[config.mk]
export PLATFORM = sky130hd
export DESIGN_NAME = associate_unit
export DESIGN_NICKNAME = d
export VERILOG_FILES = /design/src/rtl/associate_pkg.sv /design/src/rtl/associate_mul.sv /design/src/rtl/associate_unit.sv
export SDC_FILE = /design/constraint.sdc
export NUM_CORES = 1
export LEC_CHECK = 0
export ABC_AREA = 1
export BUFFER_PORTS_ARGS = -buffer_cell sky130_fd_sc_hd__buf_2
export CAP_MARGIN = 20
export CORE_ASPECT_RATIO = 0.6
export CORE_MARGIN = 3
export CORE_UTILIZATION = 37
export CTS_CLUSTER_DIAMETER = 80
export DETAILED_ROUTE_END_ITERATION = 10
export SETUP_SLACK_MARGIN = 0.05
export SLEW_MARGIN = 20
export SYNTH_ARGS = -nofsm -noshare
export SYNTH_HDL_FRONTEND = slang
export SYNTH_SLANG_ARGS = --single-unit
[constraint.sdc]
create_clock -name i_clk -period 16.8 [get_ports i_clk]
set_input_delay 0.84 -clock i_clk [delete_from_list [all_inputs] [get_ports i_clk]]
set_output_delay 0.84 -clock i_clk [all_outputs]
set_load 0.1 [all_outputs]
[src/rtl/associate_pkg.sv]
// Shared types, FSM states and fixed-point helpers for associate_unit.
// ASSOCIATE_SATURATE_EN selects saturating instead of wrapping 16-bit results.
package associate_pkg;

  typedef logic [7:0]         arg_t;
  typedef logic signed [15:0] fix_t;

  typedef enum logic [2:0] {
    StArg,
    StFwd,
    StRes,
    StErr,
    StBwd,
    StFbk
  } state_t;

  localparam int unsigned AccW = 20;

  // Reduce a widened signed value back to Q8.8.
  function automatic fix_t sat16(input logic signed [23:0] v);
`ifdef ASSOCIATE_SATURATE_EN
    if (v > 24'sd32767) begin
      return 16'sh7fff;
    end else if (v < -24'sd32768) begin
      return 16'sh8000;
    end else begin
      return 16'(v);
    end
`else
    return 16'(v);
`endif
  endfunction

  function automatic logic [15:0] lfsr_step(input logic [15:0] s);
    return s[0] ? ((s >> 1) ^ 16'hb400) : (s >> 1);
  endfunction

  // Weight idx takes the LFSR state after idx+1 steps from the seed.
  function automatic fix_t seed_weight(input logic [15:0] seed, input int unsigned idx);
    logic [15:0] s;
    s = seed;
    for (int unsigned k = 0; k <= idx; k++) begin
      s = lfsr_step(s);
    end
    return s;
  endfunction

endpackage

[src/rtl/associate_mul.sv]
// Signed Q8.8 multiply with an arithmetic >>>8 rescale.
module associate_mul (
  input  logic signed [15:0] i_a,
  input  logic signed [15:0] i_b,
  output logic signed [23:0] o_p
);

  logic signed [31:0] w_full;

  assign w_full = 32'(i_a) * 32'(i_b);
  assign o_p    = 24'(w_full >>> 8);

endmodule

[src/rtl/associate_unit.sv]
// Trainable single-neuron linear associator with valid/ready streams.
// ASSOCIATE_SATURATE_EN: saturate result and weight/bias updates instead of wrapping.
module associate_unit
  import associate_pkg::*;
#(
  parameter int unsigned N    = 2,
  parameter int unsigned RATE = 0,
  parameter int unsigned SEED = 0
) (
  input  logic               i_clk,
  input  logic               i_rst_n,
  input  logic               i_train,
  input  logic               i_arg_valid,
  output logic               o_arg_ready,
  input  logic [N-1:0][7:0]  i_arg_data,
  output logic               o_res_valid,
  input  logic               i_res_ready,
  output logic [15:0]        o_res_data,
  input  logic               i_err_valid,
  output logic               o_err_ready,
  input  logic [15:0]        i_err_data,
  output logic               o_fbk_valid,
  input  logic               i_fbk_ready,
  output logic [N-1:0][15:0] o_fbk_data
);

  localparam int unsigned     IdxW    = $clog2(N + 1);
  localparam logic [IdxW-1:0] LastIdx = IdxW'(N - 1);
  localparam logic [IdxW-1:0] BiasIdx = IdxW'(N);

  state_t                  r_state, w_state_d;
  logic                    r_live;
  logic                    r_train;
  logic [IdxW-1:0]         r_idx;
  logic [N-1:0][7:0]       r_arg;
  fix_t                    r_err;
  fix_t                    r_bias;
  fix_t                    r_weight [N];
  logic signed [AccW-1:0]  r_acc;
  logic [15:0]             r_res;
  logic [N-1:0][15:0]      r_fbk;

  fix_t                    w_sel_weight, w_arg_ext, w_mul_b;
  fix_t                    w_delta, w_rated_delta, w_rated_err;
  fix_t                    w_weight_next, w_bias_next;
  arg_t                    w_sel_arg;
  logic signed [23:0]      w_prod_a, w_prod_b;
  logic signed [AccW-1:0]  w_acc_next;

  always_comb begin
    w_sel_weight = '0;
    w_sel_arg    = '0;
    for (int unsigned i = 0; i < N; i++) begin
      if (r_idx == IdxW'(i)) begin
        w_sel_weight = r_weight[i];
        w_sel_arg    = r_arg[i];
      end
    end
  end

  // Unit A: weight*arg in the forward pass, weight*err for feedback.
  assign w_arg_ext = {8'h00, w_sel_arg};
  assign w_mul_b   = (r_state == StBwd) ? r_err : w_arg_ext;

  associate_mul u_mul_a (
    .i_a (w_sel_weight),
    .i_b (w_mul_b),
    .o_p (w_prod_a)
  );

  associate_mul u_mul_delta (
    .i_a (r_err),
    .i_b (w_arg_ext),
    .o_p (w_prod_b)
  );

  assign w_acc_next    = r_acc + AccW'(w_prod_a);
  assign w_delta       = 16'(w_prod_b);
  assign w_rated_delta = w_delta >>> RATE;
  assign w_rated_err   = r_err >>> RATE;
  assign w_weight_next = sat16(24'(w_sel_weight) + 24'(w_rated_delta));
  assign w_bias_next   = sat16(24'(r_bias) + 24'(w_rated_err));

  always_ff @(posedge i_clk or negedge i_rst_n) begin
    if (!i_rst_n) begin
      r_state <= StArg;
      r_live  <= 1'b0;
    end else begin
      r_state <= w_state_d;
      r_live  <= 1'b1;
    end
  end

  always_comb begin
    w_state_d = r_state;
    unique case (r_state)
      StArg:   if (i_arg_valid && r_live) w_state_d = StFwd;
      StFwd:   if (r_idx == LastIdx) w_state_d = StRes;
      StRes:   if (i_res_ready) w_state_d = r_train ? StErr : StArg;
      StErr:   if (i_err_valid) w_state_d = StBwd;
      StBwd:   if (r_idx == BiasIdx) w_state_d = StFbk;
      StFbk:   if (i_fbk_ready) w_state_d = StArg;
      default: w_state_d = StArg;
    endcase
  end

  always_ff @(posedge i_clk or negedge i_rst_n) begin
    if (!i_rst_n) begin
      r_train <= 1'b0;
      r_idx   <= '0;
      r_arg   <= '0;
      r_err   <= '0;
      r_bias  <= '0;
      r_acc   <= '0;
      r_res   <= '0;
      r_fbk   <= '0;
      for (int unsigned i = 0; i < N; i++) begin
        r_weight[i] <= (SEED == 0) ? '0 : seed_weight(16'(SEED), i);
      end
    end else begin
      case (r_state)
        StArg: begin
          if (o_arg_ready && i_arg_valid) begin
            r_arg   <= i_arg_data;
            r_train <= i_train;
            r_idx   <= '0;
            r_acc   <= AccW'(r_bias);
          end
        end
        StFwd: begin
          r_acc <= w_acc_next;
          r_idx <= r_idx + IdxW'(1);
          if (r_idx == LastIdx) r_res <= sat16(24'(w_acc_next));
        end
        StErr: begin
          if (i_err_valid) begin
            r_err <= i_err_data;
            r_idx <= '0;
          end
        end
        StBwd: begin
          r_idx <= r_idx + IdxW'(1);
          if (r_idx == BiasIdx) r_bias <= w_bias_next;
          // Feedback uses the weight before this cycle's update.
          for (int unsigned i = 0; i < N; i++) begin
            if (r_idx == IdxW'(i)) begin
              r_weight[i] <= w_weight_next;
              r_fbk[i]    <= 16'(w_prod_a);
            end
          end
        end
        default: ;
      endcase
    end
  end

  assign o_arg_ready = (r_state == StArg) && r_live;
  assign o_res_valid = (r_state == StRes);
  assign o_err_ready = (r_state == StErr);
  assign o_fbk_valid = (r_state == StFbk);
  assign o_res_data  = r_res;
  assign o_fbk_data  = r_fbk;

endmodule

# After elaboration in Yosys (flattened, before gate mapping)
# Index checks and enable logic that the tools add are counted.
[word_totals]
wordCells = 69
ff_bits = 155
out_inout_bits = 52
in_bits = 39
[classes]
eq_ne = 14
multipliers = 2
reduce_logical = 17
n_addsub = 4
n_mux = 18
[ops]
columns = ["op", "n"]
rows = [
  ["two-way mux 16 bit", 3],
  ["case mux 20 bit (2 select lines)", 1],
  ["adder 16 bit", 2],
  ["multiplier 16 x 16 -> 28 bit", 1],
  ["multiplier 16 x 9 -> 24 bit", 1],
  ["adder 20 bit", 1],
  ["two-way mux 20 bit", 1],
  ["two-way mux 3 bit", 6],
  ["case mux 3 bit (6 select lines)", 1],
  ["two-way mux 8 bit", 2],
  ["AND reduction 2 bit", 7],
  ["!= test 2 bit (second input constant)", 4],
  ["== test 3 x 2 -> 1 bit (second input constant)", 2],
  ["== test 3 bit (second input constant)", 2],
  ["two-way mux 2 bit", 3],
  ["!= test 2 x 1 -> 1 bit (second input constant)", 3],
  ["case mux 2 bit (3 select lines)", 1],
  ["AND reduction 6 bit", 1],
  ["== test 3 x 1 -> 1 bit (second input constant)", 1],
  ["logical AND 1 bit", 3],
  ["logical NOT 3 bit", 1],
  ["AND reduction 3 bit", 1],
  ["nonzero test 3 bit", 1],
  ["adder 2 x 1 -> 2 bit (second input constant)", 1],
  ["5 further kinds", 5],
]

# Longest topological paths before layout
[depth]
word_depth = 7
depth_mapped = 49
mapped_depth_nobuf = 47

# By module
# From an unflattened synthesis, not the netlist that was laid out.
[hier_totals]
cells_unflattened = 4146
hier_area_um2 = 30524.3
[modules_own_cells]
columns = ["module", "area_per_inst_um2", "seq_area_each_um2", "cells_each", "n_inst"]
rows = [
  ["associate_mul (u_mul_a)", 10821.6, 0.0, 1507, 1],
  ["associate_mul (u_mul_delta)", 10592.7, 0.0, 1442, 1],
  ["associate_unit", 9110.0, 3778.6, 1197, 1],
]

# Worst setup path before layout
# OpenSTA, ideal clock, no wires.
[synth_timing]
kind = "register -> register"
from = "reg r_idx[0]"
to = "reg r_res[15] (netlist: o_res_data[15])"
setup_time_ns = 0.120
synth_period_minus_slack_ns = 8.024
path_slack_ns = 8.776
arrival_ns = 7.904
stages_incl_launch_ff = 45
path_cell_list = "dfrtp_1 -> ha_1 -> buf_6 -> buf_4 -> buf_2 -> a22oi_1 -> nand2_1 -> o21ai_0 -> clkbuf_1 -> nor2_1 -> fa_1 -> inv_1 -> fa_1 -> fa_1 -> fa_1 -> inv_1 -> fa_1 -> inv_1 -> [... 9 more ...] -> nand2_1 -> nand2_1 -> xor2_1 -> ha_1 -> a21oi_1 -> o21a_1 -> nand3_1 -> nand2_1 -> nand2_1 -> nand2_1 -> a21boi_0 -> or2_2 -> nand2_1 -> nand2_1 -> inv_1 -> nand2_1 -> nand3_1 -> nand2_1"
[synth_between]
elab_chain_cells = 6
word_cells_on_any_way = 10
classes_between = "add/sub: 1; mul: 1; eq/ne: 1; mux: 5; reduce/logical: 2"
[synth_rtl]
columns = ["item", "line", "source"]
rows = [
  ["start, declared", "associate_unit.sv:34", "logic [IdxW-1:0] r_idx;"],
  ["start signal, assigned", "associate_unit.sv:132", "r_idx <= r_idx + IdxW'(1);"],
  ["start signal, assigned", "associate_unit.sv:142", "r_idx <= r_idx + IdxW'(1);"],
  ["logical NOT 2 bit", "associate_unit.sv:54", "if (r_idx == IdxW'(i)) begin"],
  ["two-way mux 8 bit (2 in a row)", "associate_unit.sv:54", ""],
  ["two-way mux 16 bit", "associate_unit.sv:63", "assign w_mul_b = (r_state == StBwd) ? r_err : w_arg_ext;"],
  ["multiplier 16 x 16 -> 28 bit *", "associate_mul.sv:10", "assign w_full = 32'(i_a) * 32'(i_b);"],
  ["net u_mul_a.o_p[10]", "associate_mul.sv:5", "output logic signed [23:0] o_p"],
  ["adder 20 bit *", "associate_unit.sv:77", "assign w_acc_next = r_acc + AccW'(w_prod_a);"],
  ["end signal, assigned", "associate_unit.sv:133", "if (r_idx == LastIdx) r_res <= sat16(24'(w_acc_next));"],
  ["end, declared", "associate_unit.sv:40", "logic [15:0] r_res;"],
]
# The timed path passes the listed nets; every way through them passes the cells marked *.
# A chain may end at the register's enable or synchronous reset.

# Final worst setup path
[layout_timing]
from = "reg r_idx[1]"
to = "reg r_res[14] (netlist: o_res_data[14])"
# Same word-level chain as after synthesis.

==> flow_metrics.env <==
export IMPL_syn_inst=2540
export IMPL_ff2ff_setup_slack_ns=7.07
export IMPL_critPathKind="reg2reg"
export IMPL_clock_latency_ns=0.45
export IMPL_dr_pass1_iters=6
export IMPL_synthArstFlopShare_pct=100.0
export IMPL_clk_pin_slew_ns=0.07
export IMPL_fp_dieH_um=186.9
export IMPL_postCtsHoldBufs=0
export IMPL_cts_buffers=17
export IMPL_grt_overflow_total=0
export IMPL_final_cells=3329
export IMPL_drtIter0Drc=1684
export IMPL_diodes=0
export IMPL_reg2reg_to="o_res_data[14]"
export IMPL_synth_seq_cells=151
export IMPL_cp_start_kind="flip-flop"
export IMPL_io_pins=91
export IMPL_reg2regPathDepth=37
export IMPL_post_cts_buffers=0
export IMPL_drive_gt1_share_pct=7.883
export IMPL_cts_root_buf="clkbuf_16"
export IMPL_cts_max_path_buffers=2
export IMPL_place_gp_congestion=0.9744
export IMPL_dieArea_mm2=0.05746
export IMPL_fin_crit_ns=9.730
export IMPL_slowest_delay_ns=0.59
export IMPL_finalWorstSetupSlack_ns=7.070
export IMPL_post_drt_wl_per_cell_um=19.78
export IMPL_yosysWarningCount=0
export IMPL_postLayoutCellArea_mm2=0.02205
export IMPL_synth_top_area_share_pct=28.58
export IMPL_crit_path_end_kind="flip-flop"
export IMPL_relSlewSlack_pct=33.61
export IMPL_setup_viol=0
export IMPL_drv_slew=0
export IMPL_cts_sinks=151
export IMPL_synth_distinct_cells=58
export IMPL_timing_rr_start="r_idx[1]"
export IMPL_totalWireLength_um=65850
export IMPL_rsz0062_at_grt="false"
export IMPL_tritoncts="built"
export IMPL_maxCapViolCount=0
export IMPL_num_vias=17050
export IMPL_vias_per_cell=5.120
export IMPL_place_inst=3297
export IMPL_yosysTopAreaCell="fa_1"
export IMPL_ys_flop_type="dfrtp_1"
export IMPL_synth_area_mm2=0.02017
export IMPL_mappedNetlistNets=3028
export IMPL_crit_path_start="r_idx[1]"
export IMPL_drc_errors=0
export IMPL_synth_common_cells="nand2_1 (599), inv_1 (509), fa_1 (288), nor2_1 (273), ha_1 (161)"
export IMPL_synth_edff_count=0
export IMPL_track_usage_pct=23.31
export IMPL_fillCellCount=5421
export IMPL_syn_area_per_cell_um2=7.943
export IMPL_cpMaxStageDelayCell="clkinv_1"
export IMPL_die_x_um=307.5
export IMPL_grt_pass1_wl_um=101800
export IMPL_coreArea_mm2=0.05319
export IMPL_hpwl_um=53920
export IMPL_grt_max_degree=82
export IMPL_crit_path_max_fanout=14
export IMPL_cp_required_ns=17.18
export IMPL_layout_nets=3102
export IMPL_io_buffer_count=90
export IMPL_cts_resized_gates=0
export IMPL_grt_pass1_vias=16980
export IMPL_ant_nets=0
export IMPL_yosysMostFrequentCell="nand2_1"
export IMPL_tightest_slew_ns=0.9935
export IMPL_hold_violations=0
export IMPL_fin_skew_ns=0.02390
export IMPL_synth_area_top_cells="fa_1 (29%), dfrtp_1 (19%), nand2_1 (11%)"
export IMPL_antenna_found_initial=4
export IMPL_min_path_type="in2async"
export IMPL_start_util_pct=37.93
export IMPL_fmax_mhz=102.8
export IMPL_outcome="complete, no violations"
export IMPL_critPathArrivalTime_ns=10.11
export IMPL_htree_levels=4
export IMPL_yosysSeqAreaShare_pct=18.73
export IMPL_dpl_instance_area_mm2=0.02142
export IMPL_area_growth_syn_to_layout_pct=9.284
export IMPL_post_route_period_util_pct=57.92
export IMPL_rows=65
export IMPL_place_ws_ns=7.032
export IMPL_fin_setup_tns_ns=0
==> critical path: cells and delay by family, from the launching register on <==
kind            cells  cell delay (ns)
compound gates      9             2.18
flops               1             0.38
xor+xnor            1             0.30
fa+ha+maj           9             4.24
buf+inv             7             1.29
simple gates       11             1.25
==> final cells by class <==
cell class,instances,area (um2),share of cell area (%)
multi-input combinational,1800,14130,64.11
sequential,151,3779,17.14
inverter,532,2001,9.074
tap,703,879.6,3.990
timing repair buffer,112,645.6,2.928
clock buffer,22,494.2,2.242
clock inverter,9,113.9,0.5164
==> how the worst max path moves through the flow <==
| stage | endpoint | cells past startpoint |
|---|---|---|
| finish | o_res_data[14] | 37 |
| global route | r_acc[14] | 37 |
| CTS | o_res_data[14] | 36 |
| detailed placement | o_res_data[14] | 36 |
| global placement | o_res_data[14] | 35 |
| floorplan | o_res_data[15] | 44 |
==> state kept, by name, summed over array words and instances (netlist names) <==
| signal | flops |
|---|---|
| r_live | 1 |
| r_state | 3 |
| r_arg | 16 |
| o_fbk_data | 32 |
| o_res_data | 16 |
| r_bias | 16 |
| r_weight | 32 |
| r_err | 16 |
| r_acc | 16 |
| r_idx | 2 |
| r_train | 1 |
==> layer usage <==
metal | track usage [%] | share of wire (%)
met4 | 4.531 | 1.2
met5 | 0 | 0.077
met3 | 8.092 | 12
met1 | 37.67 | 49
met2 | 29.12 | 37
==> layout by cell type (no fill, tap or decap), types with 7 or more instances in the layout <==
master	n
fa_1	288
xor2_1	38
clkbuf_16	17
nor3_1	13
inv_1	509
nand3_2	8
clkinv_1	13
nand3b_1	10
nor2_1	273
o221ai_1	13
nand2_2	17
a21oi_1	96
nand4_1	9
dfrtp_1	151
buf_4	20
ha_1	161
or2_2	8
a22oi_1	10
nand3_1	77
nand2_1	599
xnor2_1	21
buf_2	89
o21ai_0	89
inv_2	8
a21o_1	7
==> metrics by stage <==
step / utilization (%) / hold WS [ns]
finish: 41.45 / 0.4226
detailed placement: 40.28 / 0.4579
CTS: 41.42 / 0.4522
floorplan: - / 0.4413
global placement: 40.22 / 0.4609
global route: 41.45 / 0.4915
==> logic make-up after synthesis <==
logic type	after synthesis	share of synthesized area, %
AOI/OAI and AO/OA	253	7.238
adders and majority gates	449	38.56
buffers and inverters	589	11.24
xor gates and xnor gates	60	2.642
and+or+nand+nor	1037	21.57
other	1	0.01859
DFF	151	18.73
Power is not shown: default switching activity piles up to over one toggle a cycle in this logic, so the estimate is an artifact.
